File: config.mk
export PLATFORM = sky130hd
export DESIGN_NAME = gearbox_tx_sched
export DESIGN_NICKNAME = d
export VERILOG_FILES = /design/src/rtl/gearbox_tx_sched_pkg.sv /design/src/rtl/gearbox_tx_sched_seq_track.sv /design/src/rtl/gearbox_tx_sched.sv
export SDC_FILE = /design/constraint.sdc
export NUM_CORES = 1
export LEC_CHECK = 0
export CORE_UTILIZATION = 45
export CTS_CLUSTER_SIZE = 10
export DETAILED_ROUTE_END_ITERATION = 12
export HOLD_SLACK_MARGIN = 0.06
export PLACE_DENSITY = 0.95
export SETUP_SLACK_MARGIN = 0.02
export SYNTH_ARGS = -nofsm -noshare
export SYNTH_HDL_FRONTEND = slang
export SYNTH_SLANG_ARGS = --single-unit
File: constraint.sdc
create_clock -name clk -period 8.3 [get_ports clk]
set_input_delay 1.66 -clock clk [delete_from_list [all_inputs] [get_ports clk]]
set_output_delay 1.66 -clock clk [all_outputs]
set_load 0.01 [all_outputs]
File: src/rtl/gearbox_tx_sched_pkg.sv
// Shared PCS TX definitions: tracker states, 66b sync header encodings and
// the idle control block used when the encoder has nothing to send.
package gearbox_tx_sched_pkg;

  typedef enum logic {
    ALIGN = 1'b0,
    RUN   = 1'b1
  } state_e;

  localparam logic [1:0]  SYNC_DATA     = 2'b01;
  localparam logic [1:0]  SYNC_CTRL     = 2'b10;
  localparam logic [7:0]  CTRL_IDLE     = 8'h1E;
  localparam logic [1:0]  PCS_IDLE_HEAD = SYNC_CTRL;
  localparam logic [63:0] PCS_IDLE_DATA = {56'h0, CTRL_IDLE};

  function automatic int calc_shift_n(input int data_w, input int head_w);
    return data_w / head_w;
  endfunction

  localparam int PCS_SHIFT_N = calc_shift_n(64, 2);

endpackage

File: src/rtl/gearbox_tx_sched_seq_track.sv
// Mirrors the gearbox sequence counter, predicts its stall cycle and drops
// lock whenever the observed accept pattern disagrees with the prediction.
module gearbox_seq_track
  import gearbox_tx_sched_pkg::*;
#(
  parameter int SHIFT_N = PCS_SHIFT_N,
  parameter int SEQ_W   = $clog2(SHIFT_N + 1)
) (
  input  logic clk,
  input  logic reset,
  input  logic gb_accept_i,
  output logic stall_next_o,
  output logic locked_o,
  output logic mismatch_o,
  output logic slip_err_o
);

  localparam logic [SEQ_W-1:0] SEQ_LAST = SEQ_W'(SHIFT_N);
  localparam logic [SEQ_W-1:0] SEQ_PRE  = SEQ_W'(SHIFT_N - 1);

  state_e           state_q, state_d;
  logic [SEQ_W-1:0] seq_q, seq_d;
  logic             slip_q;
  logic             stall_pred;

  assign stall_pred   = (seq_q == SEQ_LAST);
  assign stall_next_o = (seq_q == SEQ_PRE);
  assign slip_err_o   = slip_q;

  // Seq 0 is the first accepting cycle after the stall, so a stall seen in
  // ALIGN restarts the count from zero.
  always_comb begin
    state_d    = state_q;
    seq_d      = seq_q;
    mismatch_o = 1'b0;
    locked_o   = 1'b0;
    case (state_q)
      ALIGN: begin
        if (!gb_accept_i) begin
          state_d = RUN;
          seq_d   = '0;
        end
      end
      RUN: begin
        locked_o = 1'b1;
        seq_d    = stall_pred ? '0 : seq_q + 1'b1;
        if (gb_accept_i == stall_pred) begin
          mismatch_o = 1'b1;
          state_d    = ALIGN;
          seq_d      = '0;
        end
      end
      default: state_d = ALIGN;
    endcase
  end

  always_ff @(posedge clk or posedge reset) begin
    if (reset) begin
      state_q <= ALIGN;
      seq_q   <= '0;
      slip_q  <= 1'b0;
    end else begin
      state_q <= state_d;
      seq_q   <= seq_d;
      slip_q  <= mismatch_o;
    end
  end

endmodule

File: src/rtl/gearbox_tx_sched.sv
// Feeds 66b blocks into a TX gearbox that stalls once every SHIFT_N+1 cycles,
// giving upstream a one-cycle-early ready and filling gaps with idle blocks.
module gearbox_tx_sched
  import gearbox_tx_sched_pkg::*;
#(
  parameter int                DATA_W    = 64,
  parameter int                HEAD_W    = 2,
  parameter logic [HEAD_W-1:0] IDLE_HEAD = HEAD_W'(PCS_IDLE_HEAD),
  parameter logic [DATA_W-1:0] IDLE_DATA = DATA_W'(PCS_IDLE_DATA),
  parameter int                CNT_W     = 16
) (
  input  logic              clk,
  input  logic              reset,
  input  logic              up_valid_i,
  input  logic [HEAD_W-1:0] up_head_i,
  input  logic [DATA_W-1:0] up_data_i,
  output logic              up_ready_o,
  input  logic              gb_accept_i,
  output logic [HEAD_W-1:0] gb_head_o,
  output logic [DATA_W-1:0] gb_data_o,
  output logic              locked_o,
  output logic              slip_err_o,
  output logic              err_sticky_o,
  input  logic              err_clr_i,
  output logic [CNT_W-1:0]  idle_cnt_o
);

  localparam int SHIFT_N = calc_shift_n(DATA_W, HEAD_W);

  logic              stall_next;
  logic              locked;
  logic              mismatch;
  logic              transfer;
  logic [HEAD_W-1:0] head_q, head_d;
  logic [DATA_W-1:0] data_q, data_d;
  logic [CNT_W-1:0]  cnt_q, cnt_d;
  logic              sticky_q, sticky_d;

  gearbox_seq_track #(
    .SHIFT_N(SHIFT_N)
  ) u_seq_track (
    .clk         (clk),
    .reset       (reset),
    .gb_accept_i (gb_accept_i),
    .stall_next_o(stall_next),
    .locked_o    (locked),
    .mismatch_o  (mismatch),
    .slip_err_o  (slip_err_o)
  );

  assign up_ready_o   = locked & ~stall_next;
  assign transfer     = up_valid_i & up_ready_o;
  assign locked_o     = locked;
  assign gb_head_o    = head_q;
  assign gb_data_o    = data_q;
  assign idle_cnt_o   = cnt_q;
  assign err_sticky_o = sticky_q;

  // The register holds across the edge into the stall cycle because the
  // gearbox ignores its input then; a slip that lands there still flushes it.
  always_comb begin
    head_d   = head_q;
    data_d   = data_q;
    cnt_d    = cnt_q;
    sticky_d = mismatch | (sticky_q & ~err_clr_i);
    if (!locked) begin
      head_d = IDLE_HEAD;
      data_d = IDLE_DATA;
    end else if (transfer) begin
      head_d = up_head_i;
      data_d = up_data_i;
    end else if (stall_next) begin
      if (mismatch) begin
        head_d = IDLE_HEAD;
        data_d = IDLE_DATA;
      end
    end else begin
      head_d = IDLE_HEAD;
      data_d = IDLE_DATA;
      if (cnt_q != '1) cnt_d = cnt_q + 1'b1;
    end
  end

  always_ff @(posedge clk or posedge reset) begin
    if (reset) begin
      head_q   <= IDLE_HEAD;
      data_q   <= IDLE_DATA;
      cnt_q    <= '0;
      sticky_q <= 1'b0;
    end else begin
      head_q   <= head_d;
      data_q   <= data_d;
      cnt_q    <= cnt_d;
      sticky_q <= sticky_d;
    end
  end

endmodule

==> run_summary.xml <==
<?xml version="1.0" encoding="UTF-8"?>
<metrics>
  <group name="global_route">
    <metric name="grtUsageTotal" unit="%">22.4</metric>
    <metric name="grt.met3_usage" unit="%">5.80</metric>
    <metric name="met1_usage" unit="%">29.2</metric>
    <metric name="met2_usage" unit="%">37.5</metric>
    <metric name="gr-max-usage-layer" unit="">met2</metric>
    <metric name="wire_length_of_the_first_global_routing_pass" unit="mm">14.7</metric>
    <metric name="grt_antenna_before_repair" unit="">0</metric>
    <metric name="grt_start_max_net_pins" unit="">92</metric>
    <metric name="globalRoute.totalOverflow" unit="">0</metric>
    <metric name="first_global_vias" unit="">2869</metric>
  </group>
  <group name="timing">
    <metric name="finalSetupViolations" unit="">0</metric>
    <metric name="fin_crit_sh" unit="%">45.1</metric>
    <metric name="finalSetupTns" unit="ps">0</metric>
    <metric name="finalMaxSlewViolations" unit="">0</metric>
    <metric name="fmax" unit="GHz">0.267</metric>
    <metric name="smallest_hold_slack" unit="ps">483</metric>
    <metric name="worst_slack" unit="ps">4560</metric>
    <metric name="timing_hold_violations_final" unit="">0</metric>
    <metric name="rsz0062_at_grt" unit="">no</metric>
    <metric name="relative_slew_margins" unit="%">25.6</metric>
    <metric name="fin_crit" unit="ps">3740</metric>
    <metric name="worstMarginPinSlew" unit="ps">1120</metric>
    <metric name="setup_skew" unit="ps">6.97</metric>
  </group>
  <group name="die">
    <metric name="core.rowCount" unit="">32</metric>
    <metric name="fp.coreArea" unit="µm²">7770</metric>
    <metric name="die_w" unit="µm">91.9</metric>
    <metric name="die_height" unit="µm">91.9</metric>
    <metric name="ioPinCount" unit="">157</metric>
    <metric name="die_area" unit="µm²">8450</metric>
    <metric name="start_util" unit="%">46.8</metric>
  </group>
  <group name="critical_path">
    <metric name="cp_required" unit="ps">6640</metric>
    <metric name="critical_path_s_largest_stage_delay" unit="ps">600</metric>
    <metric name="worstPathArrival" unit="ps">2080</metric>
    <metric name="cp_num_buf_inv" unit="">1</metric>
    <metric name="criticalPathCategory" unit="">flip-flop to output port</metric>
    <metric name="critical_path.max_fanout" unit="">6</metric>
    <metric name="critPathCaptureType" unit="">output port</metric>
    <metric name="slowest_stage" unit="">clkdlybuf4s50_1</metric>
    <metric name="worst_path_dominant_cell_family" unit="">buffers and inverters</metric>
    <metric name="cp_cell_sequence" unit="">ha_1 -&gt; and3_2 -&gt; a21oi_1 -&gt; clkdlybuf4s50_1</metric>
    <metric name="critPathLaunchType" unit="">flip-flop</metric>
    <metric name="regToRegSetupSlack" unit="ps">5820</metric>
  </group>
  <group name="cts">
    <metric name="h_tree_level_count" unit="">3</metric>
    <metric name="cts.repair.resized" unit="">0</metric>
    <metric name="clk_root_buffer_cell" unit="">clkbuf_8</metric>
    <metric name="cts.sink_count" unit="">91</metric>
    <metric name="clock_path_buffers" unit="">2</metric>
    <metric name="cts_tree" unit="">yes</metric>
    <metric name="clkTransAtPathRegs" unit="ps">80</metric>
    <metric name="cts_setup_buffers" unit="">0</metric>
    <metric name="count_of_hold_fix_buffers_inserted_at_cts" unit="">0</metric>
    <metric name="cts-buffers-inserted" unit="">9</metric>
    <metric name="worst_skew_pair.late_latency" unit="ps">340</metric>
  </group>
  <group name="detailed_routing">
    <metric name="drc" unit="">0</metric>
    <metric name="drt.antenna.violating_nets" unit="">0</metric>
    <metric name="drt-total-wl" unit="mm">9.17</metric>
    <metric name="drt-wirelength-per-cell" unit="µm">17.1</metric>
    <metric name="drtIter0Drc" unit="">114</metric>
    <metric name="route.detailed.vias_per_inst" unit="">5.50</metric>
    <metric name="firstDrtPassIters" unit="">4</metric>
    <metric name="num_vias" unit="">2943</metric>
  </group>
  <group name="placement">
    <metric name="hpwlAfterDp" unit="mm">6.46</metric>
    <metric name="finalWeightedCongestion" unit="">0.852</metric>
    <metric name="placement.io_buffers" unit="">156</metric>
    <metric name="pre_cts_ws" unit="ps">4570</metric>
  </group>
  <group name="synth">
    <metric name="synth.yosys.seq_area_share" unit="%">62.8</metric>
    <metric name="synth_edf_count" unit="">0</metric>
    <metric name="synth_area_per_cell" unit="µm²">13.3</metric>
    <metric name="post_synth_instance_area" unit="µm²">3640</metric>
    <metric name="synthDominantAreaCellType" unit="">dfrtp_1</metric>
    <metric name="synth-seq-cells" unit="">91</metric>
    <metric name="synthesis.instances" unit="">274</metric>
    <metric name="synthArstFlopShare" unit="%">100</metric>
    <metric name="synthesized_netlist_net_count" unit="">348</metric>
    <metric name="synth.lib_cells_used.distinct" unit="">38</metric>
    <metric name="synth_top_cells_by_count" unit="">86 x dfrtp_1, 61 x a22o_1, 14 x xor2_1</metric>
    <metric name="synth_top_area_share" unit="%">59.2</metric>
    <metric name="synth-warning-count" unit="">0</metric>
    <metric name="yosys_most_used_dff" unit="">dfrtp_1</metric>
    <metric name="synth_top_cells_by_area" unit="">dfrtp_1 59%, a22o_1 15%, dfstp_2 3.6%, xor2_1 3.4%, buf_6 2.2%</metric>
    <metric name="post-synth-top-count-cell" unit="">dfrtp_1</metric>
  </group>
  <group name="power">
    <metric name="power.density_cell_area" unit="nW/µm²">202</metric>
    <metric name="power.combinational.fraction" unit="%">22.8</metric>
    <metric name="power.sequential.fraction" unit="%">49.3</metric>
    <metric name="switching_share" unit="%">28.0</metric>
    <metric name="p_sw" unit="µW">307</metric>
    <metric name="power_report.internal_total" unit="µW">790</metric>
    <metric name="vdd_drop_max" unit="mV">0.145</metric>
    <metric name="power" unit="µW">1100</metric>
    <metric name="static-leakage-power" unit="µW">0.00234</metric>
    <metric name="power_frac_clock" unit="%">27.8</metric>
  </group>
  <group name="final_layout">
    <metric name="syn_to_final_growth" unit="%">49.7</metric>
    <metric name="layout-drive-gt1-share" unit="%">7.85</metric>
    <metric name="num-fill-cells" unit="">547</metric>
    <metric name="final_core_util" unit="%">70.1</metric>
    <metric name="antenna_cells" unit="">0</metric>
    <metric name="layout.nets" unit="">502</metric>
  </group>
  <group name="outcome">
    <metric name="outcome" unit="">finished, final reports clean</metric>
  </group>
  <group name="worst_hold_path">
    <metric name="holdCritPathClass" unit="">flip-flop to flip-flop</metric>
  </group>
  <group name="flow_run">
    <metric name="cap_violations" unit="">0</metric>
  </group>
</metrics>
## state kept, by name (all words and copies together), names as in the netlist
| name | cells |
|---|---|
| gb_data_o | 64 |
| idle_cnt_o | 16 |
| u_seq_track.seq_q | 6 |
| gb_head_o | 2 |
| err_sticky_o | 1 |
| u_seq_track.slip_err_o | 1 |
| u_seq_track.state_q | 1 |
## layer usage
metal,up-vias,wire [µm]
met4,0,110
met5,-,0
met2,107,4650
li1,1340,-
met3,12,508
met1,1484,3900
## final timing paths
kind / start / to / depth (start not counted)
max in group asynchronous: reset / idle_cnt_o[12] / 3
worst min register to register: err_sticky_o / err_sticky_o / 1
min in group asynchronous: reset / gb_data_o[14] / 3
worst min-delay path: err_sticky_o / err_sticky_o / 1
worst max register to register: u_seq_track.seq_q[0] / gb_data_o[31] / 5
worst max-delay path: u_seq_track.seq_q[0] / up_ready_o / 4
## cells by family (layout without fill, tap and decap cells)
group	Yosys count	after routing	synth area share (%)
muxes	1	1	0.310
adders and majority gates	3	3	1.03
DFF	91	91	62.8
AOI/OAI and AO/OA	81	81	19.1
xor gates and xnor gates	16	16	3.85
and+or+nand+nor	58	58	8.91
buffers and inverters	24	183	4.02
## cell usage in the layout, fill, tap and decap left out, types with 2 or more instances in the layout
cell,instances
dfrtp_1,86
nand4_1,3
inv_1,7
dfstp_2,5
and3_2,2
nand2_1,12
or4_1,2
buf_4,3
nor3_1,4
a21o_1,3
clkinvlp_4,2
xor2_1,14
o32a_1,5
ha_1,3
or2_2,2
o21ai_0,4
xnor2_1,2
a22o_1,61
o31ai_1,2
nor2_1,5
inv_6,2
clkbuf_8,10
nor2b_1,2
nand3_1,9
clkdlybuf4s50_1,156
nor4_1,10
## cell type report
class                      count  area (µm²)  share of cell area [%]
clock buffer                  10         138                    2.53
sequential                    91        2280                    41.9
multi-input combinational    159        1210                    22.2
clock inverter                 6        71.3                    1.31
timing repair buffer         159        1580                    29.1
tap                          102         128                    2.34
inverter                       8        31.3                   0.575
## power groups by stage
stage                     clock network [µW]  logic [µW]  registers (µW)
after floorplan                            0        83.0             563
after global placement                     0         244             545
after detailed placement                   0         252             549
after CTS                                317         254             541
after global routing                     335         270             549
final                                    305         251             542
## worst register-to-register path: cells and delay by family (launching register included)
kind                       cells  cell delay, ps
and+or+nand+nor                2            1170
AOI/OAI and AO/OA              2             560
DFF                            1             450
adders and majority gates      1             230
## through the flow
step / cell area [µm²] / std cells
finish: 5440 / 535
floorplan: 3640 / 274
CTS: 5440 / 535
detailed placement: 5240 / 519
global placement: 5240 / 519
global route: 5440 / 535
Power figures use the tool's default switching activity.
